### src/rtl/serial_adder.sv
// Bit-serial adder: operands are captured on start and added one bit pair per
// clock, LSB first. The result and carry are published together when the last bit is processed.
module serial_adder #(
  parameter int WIDTH = 8
) (
  input  logic             clk,
  input  logic             rst,
  input  logic             start,
  input  logic [WIDTH-1:0] a,
  input  logic [WIDTH-1:0] b,
  output logic             busy,
  output logic             done,
  output logic [WIDTH-1:0] sum,
  output logic             cout
);

  localparam int CW = $clog2(WIDTH);

  typedef enum logic [1:0] {
    IDLE = 2'd0,
    RUN  = 2'd1,
    DONE = 2'd2
  } state_t;

  state_t           state;
  state_t           state_next;
  logic [WIDTH-1:0] a_sh;
  logic [WIDTH-1:0] b_sh;
  logic [WIDTH-1:0] partial;
  logic [WIDTH-1:0] partial_next;
  logic [CW-1:0]    count;
  logic             carry;
  logic             accept;
  logic             last_bit;
  logic             bit_sum;
  logic             bit_carry;

  // A new operation may start from IDLE or straight out of DONE, never mid-RUN.
  assign accept       = start && (state != RUN);
  assign last_bit     = (count == CW'(WIDTH - 1));
  assign bit_sum      = a_sh[0] ^ b_sh[0] ^ carry;
  assign bit_carry    = (a_sh[0] & b_sh[0]) | (a_sh[0] & carry) | (b_sh[0] & carry);
  assign partial_next = {bit_sum, partial[WIDTH-1:1]};

  always_ff @(posedge clk or posedge rst) begin
    if (rst) begin
      state <= IDLE;
    end else begin
      state <= state_next;
    end
  end

  always_comb begin
    state_next = state;
    unique case (state)
      IDLE:    if (start) state_next = RUN;
      RUN:     if (last_bit) state_next = DONE;
      DONE:    state_next = start ? RUN : IDLE;
      default: state_next = IDLE;
    endcase
  end

  always_comb begin
    busy = 1'b0;
    done = 1'b0;
    unique case (state)
      RUN:     busy = 1'b1;
      DONE:    done = 1'b1;
      default: ;
    endcase
  end

  // sum/cout are only written on the final bit, so they hold the previous result during a new RUN.
  always_ff @(posedge clk or posedge rst) begin
    if (rst) begin
      a_sh    <= '0;
      b_sh    <= '0;
      partial <= '0;
      count   <= '0;
      carry   <= 1'b0;
      sum     <= '0;
      cout    <= 1'b0;
    end else if (accept) begin
      a_sh    <= a;
      b_sh    <= b;
      partial <= '0;
      count   <= '0;
      carry   <= 1'b0;
    end else if (state == RUN) begin
      a_sh    <= a_sh >> 1;
      b_sh    <= b_sh >> 1;
      partial <= partial_next;
      carry   <= bit_carry;
      count   <= count + CW'(1);
      if (last_bit) begin
        sum  <= partial_next;
        cout <= bit_carry;
      end
    end
  end

endmodule

### config.mk
export PLATFORM = sky130hd
export DESIGN_NAME = serial_adder
export DESIGN_NICKNAME = d
export VERILOG_FILES = /design/src/rtl/serial_adder.sv
export SDC_FILE = /design/constraint.sdc
export NUM_CORES = 1
export LEC_CHECK = 0
export CAP_MARGIN = 20
export CORE_UTILIZATION = 35
export DETAILED_ROUTE_END_ITERATION = 6
export HOLD_SLACK_MARGIN = 0.08
export MAX_ROUTING_LAYER = met4
export SLEW_MARGIN = 20
export SYNTH_ARGS = -nofsm -noshare
export SYNTH_HDL_FRONTEND = slang
export SYNTH_SLANG_ARGS = --single-unit
### constraint.sdc
create_clock -name clk -period 2.9 [get_ports clk]
set_input_delay 0.435 -clock clk [delete_from_list [all_inputs] [get_ports clk]]
set_output_delay 0.435 -clock clk [all_outputs]
set_load 0.005 [all_outputs]
Yosys cells after proc, flatten, opt, wreduce, memory -nomap -nowiden
Index checks and enable logic that the tools add are counted.

word-level totals
  output and inout bits = 11
  bits of input ports = 19
  word-level logic and storage cells = 44
  bits in registers = 39

operators by class
  muxes and demuxes = 16
  reduce and logical (&&, ||, !) cells = 5
  equality and inequality tests = 6
  add/sub/neg operators = 1
  bitwise operators = 8

operators by type and width
  kind                                                                   number
  8-bit two-way mux                                                      6
  3-bit two-way mux                                                      2
  2-bit case mux with 3 select lines                                     1
  1-bit two-way mux                                                      5
  2-bit two-way mux                                                      2
  2-bit != test, second input constant                                   2
  3-bit by 1-bit adder with 3-bit output, second input constant          1
  1-bit bitwise AND                                                      3
  3-bit equality test, second input constant                             1
  3-bit AND reduction                                                    1
  2-bit by 1-bit equality test with 1-bit output, second input constant  1
  2-bit equality test, second input constant                             1
  2-bit zero test                                                        1
  2-bit by 1-bit != test with 1-bit output, second input constant        1
  1-bit OR                                                               2
  2-bit AND reduction                                                    1
  2-bit nonzero test                                                     1
  1-bit bitwise XOR                                                      2
  1-bit logical AND                                                      1
  1-bit inverter                                                         1

Depth between registers and ports, before layout
  word-level depth = 5
  gate-level depth with buffers = 5
  depth with buffers taken out = 4

Least setup slack after synthesis
Ideal clock, no wire load.

  path type = register -> register
  from = register count[0]
  to = register cout
  slack = 1,422 ps
  library setup time = 125 ps
  data required time = 2,775 ps
  arrival time = 1,353 ps
  path buffers = 1
  stages on the path, launching flop included = 6
  clock period less this slack = 1,478 ps
  path through = dfrtp_1 ha_1 ha_1 nand3b_1 buf_2 mux2_2

between the ends
  longest elaborated chain between the ends = 2

ends and longest elaborated chain
  item                                  RTL line  RTL
  start: declaration                    31        logic [CW-1:0] count;
  start signal: assignment              94        count <= count + CW'(1);
  3-bit equality test                   40        assign last_bit = (count == CW'(WIDTH - 1));
  3-bit AND reduction (no source line)  -
  end signal: assignment                97        cout <= bit_carry;
  end: declaration                      14        output logic cout

No other way between the ends.
A chain may end at the register's enable or synchronous reset.

Worst setup path in the final report
  from = register state[1]
  to = output port busy

between the ends
  longest elaborated chain between the ends = 2

ends and longest elaborated chain
  item                                            RTL line  RTL
  start: declaration                              25        state_t state;
  start signal: assignment                        49        state <= state_next;
  2-bit by 1-bit equality test with 1-bit output  66        unique case (state)
  1-bit two-way mux                               66
  end: declaration                                11        output logic busy,

No other way between the ends.

==> run_results.csv <==
group,metric,value,unit
status,status,"finished, final reports clean",
clock_network,cts_tree,"yes",
worst_setup_path,worstPathArrival,1.47,ns
clock_network,post_cts_buffers,0,
sta,finalMaxSlewViolations,0,
clock_network,clockBufferDepth,2,
synth,ys_seq_area_share,53.3,%
power,p_switching,0.000565,W
worst_setup_path,slowest_delay,0.52,ns
grt,track_usage,12.5,%
cells_and_area,drive_gt1_share,38.2,%
worst_setup_path,cp_max_fo,3,
synth,ys_types,16,
cells_and_area,fin_nets,173,
route,wl_per_cell,12.8,µm
worst_setup_path,cp_slowest_cell,"clkdlybuf4s50_1",
power,total_power,0.00222,W
power,clkPwrFrac,24.8,%
synth,yosysTopAreaCell,"dfrtp_1",
synth,synth_most_common_cell,"dfrtp_1",
synth,syn-num-nets,141,
place,hpwl,1.83,mm
synth,async_flop_share,100,%
synth,syn_area,1790,µm²
floorplan,die-height,73.4,µm
sta,hold_viol,0,
place,post_dp_cell_area,2120,µm²
sta,setup_violations,0,
grt,globalRoute.totalOverflow,0,
clock_network,clock_sinks,38,
grt,antenna_found_initial,0,
synth,synthFlopType,"dfrtp_1",
power,power.internal,0.00166,W
floorplan,die_w,73.4,µm
power,p_seq_share,39.6,%
worst_setup_path,end_kind,"primary output",
worst_setup_path,required,2.47,ns
sta,relSlewSlack,65.9,%
power,p_leak,1.06,nW
synth,synth_edf_count,0,
sta,rsz0062_at_grt,"false",
sta,final.min_clock_period,1.90,ns
cells_and_area,fill_cells,453,
sta,worst_pin_slew,0.510,ns
sta,skew,0.00408,ns
route,dr.pass1.iters,2,
clock_network,h-tree-depth,2,
sta,fmax,525,MHz
synth,ys_ff_latch,38,
cells_and_area,final_area,2260,µm²
synth,ys_top_cells_by_count,"dfrtp_1, mux2_2, mux2_4",
cells_and_area,area_growth,26.6,%
floorplan,core_area,4820,µm²
grt,grt_pass1_wl,4.77,mm
route,wirelength,2.81,mm
worst_hold_path,hold_path_depth,1,
power,pwr-share-comb,35.6,%
place,gp_congestion,0.675,
clock_network,root_buffer,"clkbuf_8",
route,vias_per_cell,4.58,
worst_setup_path,path_cells,"nand2b_1 -> inv_1 -> clkdlybuf4s50_1",
floorplan,start_util,37.1,%
route,vias,1004,
floorplan,die_area,5390,µm²
floorplan,row_count,25,
route,drc,0,
clock_network,clkTransAtPathRegs,0.07,ns
power,p_per_area,982,nW/µm²
route,drtAntennaViolNets,0,
sta,fin_crit_sh,65.6,%
cells_and_area,num_antenna_cells,0,
synth,syn_area_per_cell,15.0,µm²
clock_network,clk_latency,0.29,ns
clock_network,cts_made_buffers,5,
clock_network,post_cts_resized,0,
sta,setup-tns-final,0,ns
worst_setup_path,startpoint_type,"flop",
power,irDropWorstVdd,0.364,mV
grt,grt_pass1_vias,1010,
synth,synthTopCellsByArea,"dfrtp_1, mux2_2, mux2_4",
power,swShare,25.4,%
grt,grt_start_max_net_pins,39,
job,drv_cap,0,
synth,synth_top_area_share,53.3,%
place,portBuffers,29,
worst_hold_path,hold_path_class,"reg -> reg",
worst_setup_path,ff2ff_path_depth,4,
synth,ys_warn_count,0,
floorplan,io_pins,30,
worst_setup_path,critical_path_class,"reg -> out",
synth,syn_inst,119,
clock_network,cts_hold_buffers,0,
cells_and_area,utilization,46.9,%
route,drt_iter0_drc,27,
sta,hold_ws,0.491,ns
## metal layers
layer | vias to the layer above | routed length, µm | GRT usage [%]
met2 | 24 | 1270 | 17.6
met3 | 7 | 148 | 4.66
met1 | 502 | 1330 | 15.8
met4 | 0 | 55 | 5.77
met5 | - | 0 | -
li1 | 471 | - | -
## power by group through the flow
stage	Combinational [W]	Sequential, W	Clock [W]
detailed placement	0.000804	0.000896	0
global placement	0.000782	0.000890	0
floorplan	0.000598	0.000868	0
CTS	0.000809	0.000885	0.000569
global route	0.000870	0.000912	0.000589
finish	0.000791	0.000880	0.000550
## cell families after synthesis
| kind of cell | share of synthesized area (%) |
|---|---|
| compound gates | 0.351 |
| fa+ha+maj | 2.52 |
| buf+inv | 4.41 |
| flops | 53.3 |
| mux | 33.8 |
| simple gates | 5.61 |
## through the flow
stage / setup WS, ns / std cells
floorplan: 1.42 / 119
global placement: 0.921 / 211
detailed placement: 0.900 / 211
CTS: 0.975 / 219
global route: 0.937 / 219
finish: 0.996 / 219
## layout make-up
class / count / area, µm² / share of cell area (%)
clock buffer: 6 / 82.6 / 3.65
sequential: 38 / 951 / 42.1
multi-input combinational: 70 / 756 / 33.4
timing repair buffer: 32 / 313 / 13.8
inverter: 4 / 15.0 / 0.664
tap: 67 / 83.8 / 3.71
clock inverter: 2 / 60.1 / 2.66
## worst paths after layout
| check | end | start | slack (ns) |
|---|---|---|---|
| max in group asynchronous | partial[3]$_DFFE_PP0P_ | rst | 2.00 |
| min reg2reg | count[0]$_DFFE_PP0P_ | count[0]$_DFFE_PP0P_ | 0.49 |
| max reg2reg | sum[0]$_DFFE_PP0P_ | count[0]$_DFFE_PP0P_ | 1.20 |
| min | count[0]$_DFFE_PP0P_ | count[0]$_DFFE_PP0P_ | 0.49 |
| min in group asynchronous | state[0]$_DFFE_PP0P_ | rst | 0.56 |
| max | busy | state[1]$_DFFE_PP0P_ | 1.0 |
## flip-flops by register name (all words and copies together), names as in the netlist
signal and flops:
count 3, partial 7, carry 1, sum 8, cout 1, a_sh 8
state 2, b_sh 8
## layout by cell type (no fill, tap or decap), types with 3 or more instances in the layout
cell,n
clkdlybuf4s50_1,29
clkbuf_8,6
mux2i_1,3
inv_1,4
dfrtp_1,38
buf_4,3
and2b_1,3
mux2_2,35
mux2_4,12
nor2b_1,8
## worst max-delay path: cells and delay by family (launching register included)
kind                   cells  cell delay [ns]
buffers and inverters      2             0.63
AND/OR/NAND/NOR            1             0.16
flip-flops                 1             0.38
Power figures use the tool's default switching activity.
